--- src/rtl/paralelo_a_serial_param.sv ---
//------------------------------------------------------------------------------
// paralelo_a_serial_param
//
// Parallel-to-serial symbol transmitter. A continuous serial stream is sent on
// `out`, one bit per clk32f cycle, as back-to-back WIDTH-bit symbols:
//   - COM_SYM  while the link is inactive,
//   - data     from a one-entry holding buffer while active and the buffer is full,
//   - IDLE_SYM while active and the buffer is empty.
// The symbol is chosen only at a symbol boundary (load edge). The inputs are
// sampled there and held in a shift register, so later input changes cannot
// alter the symbol already being sent.
//
// Parameters
//   WIDTH      symbol width in bits (4..32)
//   COM_SYM    symbol sent while inactive
//   IDLE_SYM   symbol sent while active with no data buffered
//   LSB_FIRST  0 = MSB transmitted first, 1 = LSB transmitted first
//
// Ports
//   clk32f     in   serial bit clock; all state updates on its rising edge
//   reset      in   synchronous, active-high reset
//   active     in   link active, sampled at symbol boundaries only
//   in_valid   in   in_data holds a symbol offered for transmission
//   in_data    in   parallel data symbol [WIDTH-1:0]
//   in_ready   out  holding buffer can accept a symbol (registered)
//   out        out  registered serial bit stream
//   sym_start  out  high during the first bit of every symbol
//   sym_type   out  type of symbol on out: 00 COM, 01 IDLE, 10 DATA
//------------------------------------------------------------------------------
module paralelo_a_serial_param #(
  parameter int               WIDTH     = 8,
  parameter logic [WIDTH-1:0] COM_SYM   = WIDTH'(8'hBC),
  parameter logic [WIDTH-1:0] IDLE_SYM  = WIDTH'(8'h7C),
  parameter bit               LSB_FIRST = 1'b0
) (
  input  logic             clk32f,
  input  logic             reset,
  input  logic             active,
  input  logic             in_valid,
  input  logic [WIDTH-1:0] in_data,
  output logic             in_ready,
  output logic             out,
  output logic             sym_start,
  output logic [1:0]       sym_type
);

  localparam int               CNT_W = $clog2(WIDTH);
  localparam logic [CNT_W-1:0] LAST  = CNT_W'(WIDTH - 1);

  typedef enum logic [1:0] {
    SYM_COM  = 2'b00,
    SYM_IDLE = 2'b01,
    SYM_DATA = 2'b10
  } sym_type_e;

  // Bit position within the current symbol; 0 marks the next edge as a load edge.
  logic [CNT_W-1:0] cnt;
  // Bits of the symbol in flight that are still to be sent, next bit at the
  // transmit end (MSB end or LSB end depending on LSB_FIRST).
  logic [WIDTH-1:0] shreg;
  sym_type_e        sym_type_q;

  // One-entry holding buffer.
  logic             buf_full;
  logic [WIDTH-1:0] buf_data;

  logic             load;
  logic             accept;
  logic             consume;
  logic             buf_full_next;
  logic [WIDTH-1:0] next_sym;
  sym_type_e        next_type;

  // Reset has priority inside the sequential block, so cnt == 0 alone is
  // enough here; the first edge after reset is a load edge because reset
  // leaves cnt at 0.
  assign load    = (cnt == '0);
  assign accept  = in_valid & in_ready;
  // The buffer is only drained by a load edge that actually sends it.
  assign consume = load & active & buf_full;

  // A buffer that is full keeps in_ready low, so accept and consume can never
  // coincide; a symbol accepted on a load edge waits for the next one.
  assign buf_full_next = accept | (buf_full & ~consume);

  // Symbol selection, evaluated with the buffer state from before the edge.
  always_comb begin
    // NOTE: every output of an always_comb gets a default first, so no path
    // leaves a signal unassigned and no latch is inferred.
    next_sym  = IDLE_SYM;
    next_type = SYM_IDLE;
    if (!active) begin
      next_sym  = COM_SYM;
      next_type = SYM_COM;
    end else if (buf_full) begin
      next_sym  = buf_data;
      next_type = SYM_DATA;
    end
  end

  // NOTE: sequential state uses non-blocking assignments only, so every
  // right-hand side reads the value from before the edge, independent of
  // statement order.
  always_ff @(posedge clk32f) begin
    if (reset) begin
      cnt        <= '0;
      shreg      <= '0;
      out        <= 1'b0;
      sym_start  <= 1'b0;
      sym_type_q <= SYM_COM;
      buf_full   <= 1'b0;
      in_ready   <= 1'b0;
    end else begin
      if (load) begin
        out        <= LSB_FIRST ? next_sym[0] : next_sym[WIDTH-1];
        shreg      <= LSB_FIRST ? (next_sym >> 1) : (next_sym << 1);
        sym_start  <= 1'b1;
        sym_type_q <= next_type;
      end else begin
        out       <= LSB_FIRST ? shreg[0] : shreg[WIDTH-1];
        shreg     <= LSB_FIRST ? (shreg >> 1) : (shreg << 1);
        sym_start <= 1'b0;
      end

      cnt      <= (cnt == LAST) ? '0 : cnt + 1'b1;
      buf_full <= buf_full_next;
      in_ready <= ~buf_full_next;
    end
  end

  // NOTE: the buffer payload is deliberately not reset; buf_full qualifies
  // it, and clearing buf_full is what discards the buffered symbol.
  always_ff @(posedge clk32f) begin
    if (accept) begin
      buf_data <= in_data;
    end
  end

  assign sym_type = sym_type_q;

endmodule

--- config.mk ---
export PLATFORM = sky130hd
export DESIGN_NAME = paralelo_a_serial_param
export DESIGN_NICKNAME = d
export VERILOG_FILES = /design/src/rtl/paralelo_a_serial_param.sv
export SDC_FILE = /design/constraint.sdc
export NUM_CORES = 1
export LEC_CHECK = 0
export CAP_MARGIN = 0
export CORE_MARGIN = 2
export CORE_UTILIZATION = 45
export DETAILED_ROUTE_END_ITERATION = 7
export PLACE_DENSITY = 0.78
export SKIP_CTS_REPAIR_TIMING = 1
export SLEW_MARGIN = 20
export SYNTH_ARGS = -nofsm -noshare
export SYNTH_HDL_FRONTEND = slang
export SYNTH_SLANG_ARGS = --single-unit
--- constraint.sdc ---
create_clock -name clk32f -period 1.4 [get_ports clk32f]
set_input_delay 0.21 -clock clk32f [delete_from_list [all_inputs] [get_ports clk32f]]
set_output_delay 0.21 -clock clk32f [all_outputs]
set_load 0.02 [all_outputs]
==> results.json, run 1 <==
{
  "status": "completed",
  "final_core_utilization": 0.627,
  "final_max_slew_viol_count": 0,
  "synth_top_flop_cell": "sky130_fd_sc_hd__dfxtp_1",
  "netlist_area_um2": 826,
  "min_path_type": "primary input to flip-flop",
  "finalNonFillerCells": 114,
  "antenna_found_initial": 0,
  "die_w_um": 46.8,
  "die_height_um": 46.8,
  "rr_worst_depth": 5,
  "grt_pass1_wl_mm": 2.30,
  "hold_viol_final": 0,
  "tritoncts": "yes",
  "critPathMaxFanout": 6,
  "tightestPinTransition_ns": 0.239,
  "clock-sinks": 24,
  "via_count": 573,
  "finalWorstPathRequiredPeriod_ns": 1.27,
  "postSynthCellCount": 67,
  "postSynthRegisterBits": 24,
  "worst_setup_path_start": "cnt[0]$_SDFF_PP0_",
  "core.rowCount": 15,
  "worstSetupStartpointType": "flip-flop",
  "gp_routability_congestion": 0.806,
  "area_used_by_multi_input_combinational_logic_um2": 241,
  "slowest_delay_ns": 0.38,
  "via_count_of_the_first_global_routing_pass": 530,
  "p_leak_uw": 0.000473,
  "grt_max_degree": 14,
  "drive_above_1_share": 0.101,
  "tritoncts.num_buffers": 3,
  "worstHoldStart": "in_data[6]",
  "design.die.area_um2": 2190,
  "synth-warning-count": 0,
  "boundaryPins": 17,
  "crit_path_cells": "inv_1 -> ha_1 -> nand2b_1 -> a21oi_1 -> a211oi_1",
  "startpoint_of_the_lowest_slack_register_to_register_path": "cnt[0]$_SDFF_PP0_",
  "syn_to_final_growth_pct": 31.1,
  "worst_ep_required_time_ns": 1.63,
  "numPortBuffers": 16,
  "final_net_count": 105,
  "route.detailed.drc": 0,
  "critical_path_arrival_ns": 1.50,
  "crit_type": "flip-flop to flip-flop",
  "num-fill-cells": 157,
  "synth_top_area_share": 0.388,
  "drt_wl_total_mm": 1.42,
  "clk_path_buf_depth": 2,
  "final-setup-viol-count": 0,
  "gr-total-overflow": 0,
  "setup_repair_after_global_routing_missed_its_margin": "no",
  "routed_via_density": 5.03,
  "cts_root_buf": "sky130_fd_sc_hd__clkbuf_4",
  "ant_nets": 0,
  "synth.net_count": 82,
  "clkTransAtPathRegs_ns": 0.12,
  "syn-mean-instance-area_um2": 12.3,
  "yosysTopAreaCell": "sky130_fd_sc_hd__dfxtp_1",
  "irDropWorstVdd_mv": 0.669,
  "groute.usage.overall": 0.159,
  "placed_cells_incl_taps": 110,
  "max-slew-margin-rel": 0.841,
  "clock_insertion_delay_at_the_later_pin_of_the_skew_report_ns": 0.31,
  "synth-seq-area-share": 0.679,
  "power-per-cell-area_nw_per_um2": 1190,
  "most_numerous_cell_types_in_the_synthesized_netlist": "sky130_fd_sc_hd__dfxtp_1 (16), sky130_fd_sc_hd__edfxtp_1 (8), sky130_fd_sc_hd__a21oi_1 (6), sky130_fd_sc_hd__nor2_1 (6)",
  "finClkSkew_ns": 0.00568,
  "critical-path-slowest-cell": "sky130_fd_sc_hd__dfxtp_1",
  "max_cap_viols": 0,
  "post-synth-top-count-cell": "sky130_fd_sc_hd__dfxtp_1",
  "cts_max_level": 1,
  "dr_pass1_iterations": 3,
  "n_antenna_cell": 0,
  "dp_hpwl_mm": 1.09,
  "synthDistinctLibCells": 23,
  "maxClockFrequency_ghz": 0.788,
  "start_util": 0.478,
  "area.sequential_um2": 561,
  "layout_worst_path_cycle_share": 0.906,
  "synth_edf_count": 8,
  "crit_path_end_kind": "flip-flop",
  "ranking_of_synthesized_cells_by_area": "sky130_fd_sc_hd__dfxtp_1 (39%), sky130_fd_sc_hd__edfxtp_1 (29%), sky130_fd_sc_hd__ha_1 (4.5%), sky130_fd_sc_hd__a21oi_1 (3.6%), sky130_fd_sc_hd__o22ai_1 (3.0%)",
  "whs_path_depth": 1,
  "routed_wire_length_per_instance_um": 12.5,
  "detailedRoute.firstIterationViolations": 15,
  "postSynth.asyncResetShare": 0,
  "core_area_um2": 1730
}
[through the flow]
step | worst slack (ns) | area, µm² | hold slack (ns) | power [µW] | TNS (ns)
final | 0.132 | 1080 | 0.440 | 1290 | 0
after global routing | 0.0192 | 1080 | 0.419 | 1360 | 0
after CTS | -0.0807 | 1070 | 0.432 | 1300 | -0.333
after detailed placement | 0.0514 | 1040 | 0.438 | 1010 | 0
after global placement | 0.0835 | 1040 | 0.432 | 995 | 0
after floorplan | 0.204 | 826 | 0.281 | 916 | 0
[power by group]
part	internal (µW)	switching, µW
Sequential	772	20.3
Combinational	100	92.1
Clock	111	191
[per-layer routing]
metal / vias to the layer above / global-route usage / part of all wire
met1: 271 / 0.184 / 0.41
met3: 4 / 0.0577 / 0.040
li1: 284 / - / -
met2: 14 / 0.266 / 0.53
met5: - / 0 / 0
met4: 0 / 0.0667 / 0.017
[layout make-up]
type	count	area share
flip-flops and latches	24	0.518
multi-input cells	39	0.223
well taps	25	0.0289
inverters	2	0.00694
clock buffers	4	0.0243
repair buffers	20	0.199
[layout by cell type (no fill, tap or decap)]
cell	instances
sky130_fd_sc_hd__a211oi_1	1
sky130_fd_sc_hd__a21oi_1	6
sky130_fd_sc_hd__and2_1	1
sky130_fd_sc_hd__and2b_2	1
sky130_fd_sc_hd__and4_1	1
sky130_fd_sc_hd__buf_12	1
sky130_fd_sc_hd__buf_4	3
sky130_fd_sc_hd__clkbuf_1	1
sky130_fd_sc_hd__clkbuf_4	3
sky130_fd_sc_hd__clkdlybuf4s50_1	11
sky130_fd_sc_hd__dfxtp_1	16
sky130_fd_sc_hd__dlymetal6s2s_1	5
sky130_fd_sc_hd__edfxtp_1	8
sky130_fd_sc_hd__ha_1	3
sky130_fd_sc_hd__inv_1	2
sky130_fd_sc_hd__nand2_1	4
sky130_fd_sc_hd__nand2b_1	2
sky130_fd_sc_hd__nand3_1	1
sky130_fd_sc_hd__nand3b_1	2
sky130_fd_sc_hd__nand4_1	1
sky130_fd_sc_hd__nand4b_1	1
sky130_fd_sc_hd__nor2_1	6
sky130_fd_sc_hd__nor2_2	1
sky130_fd_sc_hd__nor2b_1	1
sky130_fd_sc_hd__nor3_1	1
sky130_fd_sc_hd__nor3b_1	2
sky130_fd_sc_hd__o22ai_1	4
[sequential cells by signal, summed over array words and instances, names as in the netlist]
| name | cells |
|---|---|
| buf_data | 8 |
| sym_type | 2 |
| buf_full | 1 |
| in_ready | 1 |
| cnt | 3 |
| sym_start | 1 |
| shreg | 7 |
| out | 1 |
[worst paths after layout]
check | to | slack [ns]
max | out$_SDFF_PP0_ | 0.13
min | buf_data[6]$_DFFE_PP_ | 0.44
max reg2reg | out$_SDFF_PP0_ | 0.13
min reg2reg | sym_type[0]$_SDFFE_PP0N_ | 0.45
[cell families (layout without fill, tap and decap cells)]
kind of cell             count (synthesis)  in the layout  synth area share
AO/OA/AOI/OAI                           11             11            0.0758
flip-flops                              24             24             0.679
adder cells (fa/ha/maj)                  3              3            0.0455
AND/OR/NAND/NOR                         25             25             0.171
buffers and inverters                    4             26            0.0288
[worst max-delay path: cells and delay by family, from the launching register on]
kind	cells	cell delay, ns
buffers and inverters	1	0.05
AND/OR/NAND/NOR	1	0.21
AO/OA/AOI/OAI	2	0.31
adder cells (fa/ha/maj)	1	0.23
flip-flops	1	0.38
Power figures use the tool's default switching activity.
==> run 2: changes to the inputs <==
Settings changed: CAP_MARGIN 0 to 10.
==> results of run 2 <==
Final layout, timing and power as in run 1 (identical DEF).
==> run 3: changes to the inputs <==
Settings changed: CORE_MARGIN 2 to unset.
==> results.json, run 3 (synthesis results as in run 1) <==
{
  "worst_ep_required_time_ns": 1.62,
  "worstSetupStartpointType": "flip-flop",
  "placement.cell_area_um2": 1040,
  "routed_via_density": 4.86,
  "power-per-cell-area_nw_per_um2": 1200,
  "setup_slack_ns": 0.141,
  "dr_pass1_iterations": 4,
  "tritoncts": "yes",
  "clk_path_buf_depth": 2,
  "status": "completed",
  "final_net_count": 106,
  "largest_register": "buf_data",
  "clock-sinks": 24,
  "grt_pass1_wl_mm": 2.21,
  "via_count": 559,
  "power.total_uw": 1290,
  "drt_wl_total_mm": 1.40,
  "dpl_worst_slack_ns": 0.0888,
  "finalWorstPathRequiredPeriod_ns": 1.26,
  "start_util": 0.478,
  "hold_viol_final": 0,
  "largest_register_ffs": 8,
  "max_cap_viols": 0,
  "final-setup-viol-count": 0,
  "most_common_cell_after_layout_fill_and_taps_aside": "sky130_fd_sc_hd__dfxtp_1",
  "n_antenna_cell": 0,
  "critical_path_arrival_ns": 1.48,
  "crit_type": "flip-flop to flip-flop",
  "design.die.area_um2": 2010,
  "p_leak_uw": 0.000474,
  "cts_root_buf": "sky130_fd_sc_hd__clkbuf_4",
  "layout_worst_path_cycle_share": 0.900,
  "final_max_slew_viol_count": 0,
  "via_count_of_the_first_global_routing_pass": 528,
  "tightestPinTransition_ns": 0.247,
  "finalNonFillerCells": 115,
  "clock_insertion_delay_at_the_later_pin_of_the_skew_report_ns": 0.31,
  "setup_repair_after_global_routing_missed_its_margin": "no",
  "max-slew-margin-rel": 0.835,
  "placed_cells_incl_taps": 111,
  "groute.usage.overall": 0.159,
  "core_area_um2": 1730,
  "numPortBuffers": 16,
  "grt_max_degree": 14,
  "detailedRoute.firstIterationViolations": 22,
  "crit_path_end_kind": "flip-flop",
  "registers_with_the_highest_flip_flop_counts": "buf_data: 8 flops, shreg: 7 flops, cnt: 3 flops",
  "drive_above_1_share": 0.111,
  "syn_to_final_growth_pct": 30.5,
  "irDropWorstVdd_mv": 0.688,
  "crit_path_cells": "inv_1 -> ha_1 -> and2b_2 -> o22ai_1 -> nor2_1",
  "slowest_delay_ns": 0.38,
  "gr-total-overflow": 0,
  "ant_nets": 0,
  "core.rowCount": 15,
  "layout.cell_area.non_filler_um2": 1080,
  "min_path_type": "primary input to flip-flop",
  "boundaryPins": 17,
  "antenna_found_initial": 0,
  "die_height_um": 44.8,
  "dp_hpwl_mm": 1.05,
  "layout_common_cells": "sky130_fd_sc_hd__dfxtp_1 (16), sky130_fd_sc_hd__clkdlybuf4s50_1 (11), sky130_fd_sc_hd__edfxtp_1 (8)",
  "routed_wire_length_per_instance_um": 12.2,
  "tritoncts.num_buffers": 3,
  "route.detailed.drc": 0,
  "clkTransAtPathRegs_ns": 0.12,
  "critical-path-slowest-cell": "sky130_fd_sc_hd__dfxtp_1",
  "critPathMaxFanout": 8,
  "cts_max_level": 1,
  "gp_routability_congestion": 0.827,
  "die_w_um": 44.8,
  "finClkSkew_ns": 0.00253,
  "maxClockFrequency_ghz": 0.794
}
run 3: changes by cell type in the layout (fill, tap and decap cells not counted):
cell / change
sky130_fd_sc_hd__buf_4: +2
sky130_fd_sc_hd__buf_12: -1
run 3: final timing paths:
kind	start	endpoint	slack, ns	cells past startpoint
worst max-delay path	cnt[0]$_SDFF_PP0_	shreg[5]$_SDFF_PP0_	0.14	5
worst min-delay path	in_data[2]	buf_data[2]$_DFFE_PP_	0.44	1
worst max register to register	cnt[0]$_SDFF_PP0_	shreg[5]$_SDFF_PP0_	0.14	5
worst min register to register	shreg[6]$_SDFF_PP0_	shreg[7]$_SDFF_PP0_	0.45	2
run 3: area by class of cell:
class                   instances  area, µm²
multi-input cells              39        241
well taps                      25       31.3
inverters                       2       7.51
repair buffers                 21        210
fillers                       141        649
clock buffers                   4       26.3
flip-flops and latches         24        561
run 3: routing by layer:
metal,part of all wire,track usage,up-vias
li1,-,-,283
met1,0.46,0.190,259
met2,0.49,0.274,15
met3,0.034,0.0360,2
met4,0.021,0.0727,0
met5,0,0,-
run 3: power by group:
part	switching [µW]	leakage (µW)	internal [µW]
combinational	93.0	0.000253	98.5
clock	195	0.0000150	111
sequential	20.1	0.000207	772
total	308	0.000474	982
run 3: per-stage QoR:
step	utilization	setup TNS, ns	hold WS (ns)
final	0.624	0	0.444
after detailed placement	0.601	0	0.444
after global placement	0.601	0	0.437
after CTS	0.617	-0.333	0.436
after floorplan	-	0	0.281
after global routing	0.624	0	0.426
run 3: critical path, delay by kind of cell (launching register included):
kind,cells,cell delay (ns)
buffers and inverters,1,0.06
AOI/OAI and AO/OA,1,0.17
and+or+nand+nor,2,0.33
adders and majority gates,1,0.23
DFF,1,0.38
